### src/rtl/onewire_pkg.sv
// Shared state encoding and timing defaults for the 1-Wire responder.
// us_to_cycles() converts a microsecond figure into clock cycles at a given clock rate.
package onewire_pkg;

    typedef enum logic [2:0] {
        IDLE,
        SAMPLE,
        SLOT,
        RECOVER,
        PRES_WAIT,
        PRES_DRIVE
    } state_t;

    localparam int unsigned DEF_CLK_FREQ     = 100_000_000;
    localparam int unsigned DEF_RESET_MIN_US = 480;
    localparam int unsigned DEF_PRES_WAIT_US = 30;
    localparam int unsigned DEF_PRES_US      = 120;
    localparam int unsigned DEF_SAMPLE_US    = 30;
    localparam int unsigned DEF_HOLD_US      = 30;

    function automatic logic [31:0] us_to_cycles(input int unsigned clk_freq, input int unsigned us);
        return us * (clk_freq / 1_000_000);
    endfunction

endpackage

### src/rtl/onewire_sync_edge.sv
// Two-flop synchroniser for the raw DQ level, plus registered fall/rise strobes
// that are asserted in the same cycle the synchronised level changes.
module onewire_sync_edge (
    input  logic clk,
    input  logic rst_n,
    input  logic d_in,
    output logic d_s,
    output logic fall,
    output logic rise
);

    logic s1_q, s2_q;
    logic fall_d, fall_q;
    logic rise_d, rise_q;

    always_comb begin
        fall_d = s2_q & ~s1_q;
        rise_d = ~s2_q & s1_q;
    end

    // An idle 1-Wire bus is pulled high, so the synchroniser resets to 1.
    always_ff @(posedge clk or negedge rst_n) begin
        if (!rst_n) begin
            s1_q   <= 1'b1;
            s2_q   <= 1'b1;
            fall_q <= 1'b0;
            rise_q <= 1'b0;
        end else begin
            s1_q   <= d_in;
            s2_q   <= s1_q;
            fall_q <= fall_d;
            rise_q <= rise_d;
        end
    end

    assign d_s  = s2_q;
    assign fall = fall_q;
    assign rise = rise_q;

endmodule

### src/rtl/onewire_slave.sv
// 1-Wire responder PHY: reset/presence handling, write-slot deserialiser and
// read-slot serialiser with byte-level valid/ready handshakes.
module onewire_slave
    import onewire_pkg::*;
#(
    parameter int unsigned CLK_FREQ     = DEF_CLK_FREQ,
    parameter int unsigned RESET_MIN_US = DEF_RESET_MIN_US,
    parameter int unsigned PRES_WAIT_US = DEF_PRES_WAIT_US,
    parameter int unsigned PRES_US      = DEF_PRES_US,
    parameter int unsigned SAMPLE_US    = DEF_SAMPLE_US,
    parameter int unsigned HOLD_US      = DEF_HOLD_US
) (
    input  logic       clk,
    input  logic       rst_n,
    input  logic       dq_in,
    output logic       dq_pull,
    output logic       bus_reset,
    output logic [7:0] rx_data,
    output logic       rx_valid,
    input  logic [7:0] tx_data,
    input  logic       tx_valid,
    output logic       tx_ready
);

    localparam logic [31:0] RESET_CYC = us_to_cycles(CLK_FREQ, RESET_MIN_US);
    localparam logic [31:0] PWAIT_CYC = us_to_cycles(CLK_FREQ, PRES_WAIT_US);
    localparam logic [31:0] PRES_CYC  = us_to_cycles(CLK_FREQ, PRES_US);
    localparam logic [31:0] SAMP_CYC  = us_to_cycles(CLK_FREQ, SAMPLE_US);
    localparam logic [31:0] HOLD_CYC  = us_to_cycles(CLK_FREQ, HOLD_US);

    logic dq_s, dq_fall, dq_rise;

    onewire_sync_edge u_sync (
        .clk  (clk),
        .rst_n(rst_n),
        .d_in (dq_in),
        .d_s  (dq_s),
        .fall (dq_fall),
        .rise (dq_rise)
    );

    state_t      state_d, state_q;
    logic [31:0] timer_d, timer_q;
    logic [31:0] low_cnt_d, low_cnt_q;
    logic [3:0]  bit_cnt_d, bit_cnt_q;
    logic [7:0]  rx_sr_d, rx_sr_q;
    logic [7:0]  tx_sr_d, tx_sr_q;
    logic        tx_full_d, tx_full_q;
    logic [7:0]  rx_data_d, rx_data_q;
    logic        rx_valid_d, rx_valid_q;
    logic        bus_reset_d, bus_reset_q;
    logic        dq_pull_d, dq_pull_q;

    assign tx_ready = (state_q == IDLE) && (bit_cnt_q == 4'd0) && !tx_full_q;

    always_comb begin
        state_d     = state_q;
        low_cnt_d   = low_cnt_q;
        bit_cnt_d   = bit_cnt_q;
        rx_sr_d     = rx_sr_q;
        tx_sr_d     = tx_sr_q;
        tx_full_d   = tx_full_q;
        rx_data_d   = rx_data_q;
        rx_valid_d  = 1'b0;
        bus_reset_d = 1'b0;

        // Low time only counts the master's drive, never our own pulls.
        if (dq_s)
            low_cnt_d = 32'd0;
        else if (!dq_pull_q && low_cnt_q != RESET_CYC)
            low_cnt_d = low_cnt_q + 32'd1;

        if (tx_valid && tx_ready) begin
            tx_sr_d   = tx_data;
            tx_full_d = 1'b1;
        end

        unique case (state_q)
            IDLE: if (dq_fall) state_d = tx_full_d ? SLOT : SAMPLE;
            SAMPLE: if (timer_q == SAMP_CYC - 32'd1) begin
                rx_sr_d   = {dq_s, rx_sr_q[7:1]};
                bit_cnt_d = bit_cnt_q + 4'd1;
                state_d   = RECOVER;
            end
            SLOT: if (timer_q == HOLD_CYC - 32'd1) begin
                tx_sr_d   = {1'b1, tx_sr_q[7:1]};
                bit_cnt_d = bit_cnt_q + 4'd1;
                state_d   = RECOVER;
            end
            RECOVER: if (dq_s) begin
                state_d = IDLE;
                if (bit_cnt_q == 4'd8) begin
                    bit_cnt_d = 4'd0;
                    if (tx_full_q) begin
                        tx_full_d = 1'b0;
                    end else begin
                        rx_data_d  = rx_sr_q;
                        rx_valid_d = 1'b1;
                    end
                end
            end
            PRES_WAIT:  if (timer_q == PWAIT_CYC - 32'd1) state_d = PRES_DRIVE;
            PRES_DRIVE: if (timer_q == PRES_CYC - 32'd1)  state_d = RECOVER;
            default:    state_d = IDLE;
        endcase

        // A long low from the master wins over whatever byte was in flight.
        if (dq_rise && low_cnt_q == RESET_CYC) begin
            bus_reset_d = 1'b1;
            state_d     = PRES_WAIT;
            bit_cnt_d   = 4'd0;
            tx_full_d   = 1'b0;
            rx_valid_d  = 1'b0;
            rx_data_d   = rx_data_q;
        end

        if (state_d != state_q || state_d == IDLE || state_d == RECOVER)
            timer_d = 32'd0;
        else
            timer_d = timer_q + 32'd1;

        dq_pull_d = (state_d == PRES_DRIVE) || (state_d == SLOT && !tx_sr_d[0]);
    end

    always_ff @(posedge clk or negedge rst_n) begin
        if (!rst_n) begin
            state_q     <= IDLE;
            timer_q     <= 32'd0;
            low_cnt_q   <= 32'd0;
            bit_cnt_q   <= 4'd0;
            rx_sr_q     <= 8'h00;
            tx_sr_q     <= 8'hFF;
            tx_full_q   <= 1'b0;
            rx_data_q   <= 8'h00;
            rx_valid_q  <= 1'b0;
            bus_reset_q <= 1'b0;
            dq_pull_q   <= 1'b0;
        end else begin
            state_q     <= state_d;
            timer_q     <= timer_d;
            low_cnt_q   <= low_cnt_d;
            bit_cnt_q   <= bit_cnt_d;
            rx_sr_q     <= rx_sr_d;
            tx_sr_q     <= tx_sr_d;
            tx_full_q   <= tx_full_d;
            rx_data_q   <= rx_data_d;
            rx_valid_q  <= rx_valid_d;
            bus_reset_q <= bus_reset_d;
            dq_pull_q   <= dq_pull_d;
        end
    end

    assign dq_pull   = dq_pull_q;
    assign bus_reset = bus_reset_q;
    assign rx_data   = rx_data_q;
    assign rx_valid  = rx_valid_q;

endmodule

### config.mk
export PLATFORM = sky130hd
export DESIGN_NAME = onewire_slave
export DESIGN_NICKNAME = d
export VERILOG_FILES = /design/src/rtl/onewire_pkg.sv /design/src/rtl/onewire_sync_edge.sv /design/src/rtl/onewire_slave.sv
export SDC_FILE = /design/constraint.sdc
export NUM_CORES = 1
export LEC_CHECK = 0
export BUFFER_PORTS_ARGS = -buffer_cell sky130_fd_sc_hd__buf_2
export CAP_MARGIN = 20
export CORE_ASPECT_RATIO = 1.25
export CORE_MARGIN = 2
export CORE_UTILIZATION = 45
export DETAILED_ROUTE_END_ITERATION = 7
export HOLD_SLACK_MARGIN = 0.1
export PLACE_DENSITY = 0.71
export SYNTH_ARGS = -nofsm -noshare
export SYNTH_HDL_FRONTEND = slang
export SYNTH_SLANG_ARGS = --single-unit
### constraint.sdc
create_clock -name clk -period 5.7 [get_ports clk]
set_input_delay 1.71 -clock clk [delete_from_list [all_inputs] [get_ports clk]]
set_output_delay 1.71 -clock clk [all_outputs]
set_load 0.02 [all_outputs]
==> impl_metrics.csv <==
group,metric,value,unit
status,status,"finished, final reports clean",
worst_setup_path,crit_type,"register to output port",
place,dp_hpwl,6986,um
worst_setup_path,rr_worst_depth,7,
worst_setup_path,startpoint_type,"register",
floorplan,dieHeight,124.1,um
timing,skew,5.768,ps
floorplan,core,11190,um2
floorplan,initial_utilization,0.4642,
timing,tightest_slew,790.8,ps
timing,fin_ws,2118,ps
yosys,yosysSeqAreaShare,0.4986,
drt,drc,0,
clock_network,ctsRootBufferMaster,"clkbuf_16",
floorplan,num_io_pins,24,
worst_setup_path,critPathMaxFanout,18,
timing,fmax,279.1,MHz
place,portBuffers,23,
yosys,syn_area,5195,um2
yosys,syn_avg_cell_area,9.802,um2
worst_hold_path,min_path_cells,0,
global_route,antenna_found_initial,0,
layout,final_nets,566,
drt,dr_total_vias,3857,
drt,antenna_left,0,
clock_network,cts.sinks,103,
drt,drt_iter0_markers,172,
clock_network,ctsHtreeMaxLevel,3,
yosys,yosysUniqueCellTypes,57,
place,gp_congestion,0.8131,
clock_network,cts.path.max_buffers,2,
power,ir_worst_vdd,0.1323,mV
power,p_leak,2.585,nW
layout,area_growth,9.778,%
drt,viasPerCell,5.598,
yosys,synthArstFlopShare,1.000,
clock_network,cts.clk_slew.worst_paths,70,ps
layout,drive_above_1_share,0.1318,
clock_network,cts_buffers,9,
clock_network,post-cts-setup-buffer-count,0,
drt,wl_per_cell,14.82,um
drt,dr.pass1.iters,4,
timing,setup_tns,0,ps
yosys,yosys_warnings,0,
run,max-cap-violations,0,
worst_hold_path,min_from,"u_sync.s1_q$_DFF_PN1_",
clock_network,tritoncts,"yes",
global_route,grt-ovfl-total,0,
yosys,synth-edff-count,0,
layout,diodes,0,
global_route,grt_usage,0.1763,
worst_hold_path,hp-class,"register to register",
worst_setup_path,rrSetupSlack,3110,ps
worst_setup_path,r2r_start,"timer_q[0]$_DFF_PN0_",
worst_setup_path,r2r-end,"timer_q[5]$_DFF_PN0_",
global_route,grt_max_degree,63,
floorplan,die-area,12420,um2
timing,period_share,0.6285,
power,power_density,262.3,nW/um2
floorplan,num_rows,43,
global_route,grt_pass1_vias,3648,
worst_setup_path,arrival,1870,ps
timing,maxSlewHeadroom,0.4728,
place,place_ws,2252,ps
timing,min_period,3582,ps
clock_network,cts_resized,0,
layout,fillCellCount,1006,
drt,wl,10210,um
timing,rsz0062_at_grt,"no",
clock_network,ctsHoldBuffers,0,
yosys,syn_nets,547,
yosys,ys_ff_latch,103,
worst_hold_path,hold_end,"u_sync.d_s$_DFF_PN1_",
worst_setup_path,cp_data_required_time,3990,ps
clock_network,clk_latency,340,ps
worst_setup_path,cp-end-kind,"output port",
timing,finalSetupViolations,0,
yosys,synthFlopType,"dfrtp_1",
floorplan,die_w,100.1,um
timing,slew_viol_final,0,
yosys,synthesis.instances,530,
timing,hold_viol,0,
global_route,grt_pass1_wl,17440,um
[kinds of logic (layout without fill, tap and decap cells)]
group | Yosys count | count (layout) | share of synthesized area
simple gates | 274 | 274 | 0.2748
flops | 103 | 103 | 0.4986
xor+xnor | 61 | 61 | 0.1028
buf+inv | 38 | 62 | 0.03516
compound gates | 33 | 33 | 0.04384
mux | 16 | 16 | 0.03276
fa+ha+maj | 5 | 5 | 0.01204
[cell usage in the layout (no fill, tap or decap), types with 3 or more instances in the layout]
master	netlist	final
dfrtp_1	93	93
nor2_1	79	79
nand2_1	56	56
xor2_1	38	38
nand3_1	32	32
xnor2_1	23	23
buf_2	5	22
nor3_1	21	21
inv_1	18	18
nand4_1	17	17
nor4_1	15	15
a21oi_1	11	11
and4_1	10	10
dfstp_2	10	10
and3_1	9	9
clkbuf_16	0	9
mux2i_1	8	8
mux2_2	8	8
o21ai_0	7	7
nor2b_1	5	5
ha_1	5	5
buf_4	1	5
nor4b_1	3	3
and3b_1	3	3
o31ai_1	3	3
[synth_stat cells, types with 3 or more instances]
master / count / share of area
mux2_2: 8 / 0.017
buf_6: 4 / 0.0087
ha_1: 5 / 0.012
o31ai_1: 3 / 0.0043
nor2_1: 79 / 0.057
and3_1: 9 / 0.011
xor2_1: 38 / 0.064
and4_1: 10 / 0.017
buf_2: 5 / 0.0048
dfstp_2: 10 / 0.051
nor4_1: 15 / 0.018
o21ai_0: 7 / 0.0067
and3b_1: 3 / 0.0051
inv_1: 18 / 0.013
nand3_1: 32 / 0.031
clkbuf_1: 9 / 0.0065
nor3_1: 21 / 0.020
a21oi_1: 11 / 0.011
mux2i_1: 8 / 0.015
dfrtp_1: 93 / 0.45
nand2_1: 56 / 0.040
nor4b_1: 3 / 0.0051
nand4_1: 17 / 0.020
nor2b_1: 5 / 0.0060
xnor2_1: 23 / 0.039
[power by group]
group	switching, W	internal [W]	leakage (nW)
Clock	0.000254	0.000364	0.146
Combinational	0.0000469	0.0000353	1.07
Sequential	0.0000379	0.000758	1.37
[metal layers]
layer  up-vias  GRT usage  part of all wire
met1      1921     0.2236              0.45
met3        15    0.03591             0.029
met5         -          0                 0
met4         0    0.05736             0.016
met2        48     0.3032              0.51
li1       1873          -                 -
[sequential cells by signal, indices dropped and copies added (netlist names)]
name / count
u_sync.s1_q: 1
rx_data: 8
u_sync.rise: 1
bus_reset: 1
dq_pull: 1
state_q: 3
tx_sr_q: 8
timer_q: 32
rx_valid: 1
bit_cnt_q: 4
low_cnt_q: 32
u_sync.fall: 1
rx_sr_q: 8
tx_full_q: 1
u_sync.d_s: 1
[area by class of cell]
cell class | instances | area, um2 | share of cell area
Tap cell | 135 | 168.9 | 0.02962
Sequential cell | 103 | 2590 | 0.4541
Timing Repair Buffer | 27 | 147.6 | 0.02589
Multi-Input combinational cell | 389 | 2422 | 0.4247
Clock buffer | 13 | 260.3 | 0.04563
Inverter | 19 | 71.32 | 0.01251
Clock inverter | 3 | 42.54 | 0.007459
[stage by stage]
stage | utilization | hold slack [ps] | power [W] | instance area, um2 | cells
2_1_floorplan | - | 358.4 | 0.0008520 | 5195 | 530
3_3_place_gp | 0.4826 | 379.5 | 0.0008855 | 5400 | 673
3_5_place_dp | 0.4826 | 380.9 | 0.0008907 | 5400 | 673
4_1_cts | 0.5096 | 390.0 | 0.001512 | 5703 | 689
5_1_grt | 0.5096 | 392.2 | 0.001558 | 5703 | 689
6_report | 0.5096 | 388.3 | 0.001496 | 5703 | 689
[worst max-delay path: stages, from the launching register on]
cell and delay, ps:
dfrtp_1 570, nor4_1 520, and3b_1 260, buf_2 180
[worst max path at each step]
stage / start / to / slack, ps / cells past startpoint
final: state_q[1]$_DFF_PN0_ / tx_ready / 2120 / 3
after global routing: state_q[1]$_DFF_PN0_ / tx_ready / 1990 / 3
after CTS: state_q[1]$_DFF_PN0_ / tx_ready / 2110 / 3
after detailed placement: tx_valid / timer_q[7]$_DFF_PN0_ / 2250 / 7
after global placement: tx_valid / timer_q[11]$_DFF_PN0_ / 2320 / 7
after floorplan: tx_valid / timer_q[11]$_DFF_PN0_ / 2630 / 6
No activity file was read; power rests on OpenSTA's default activity.
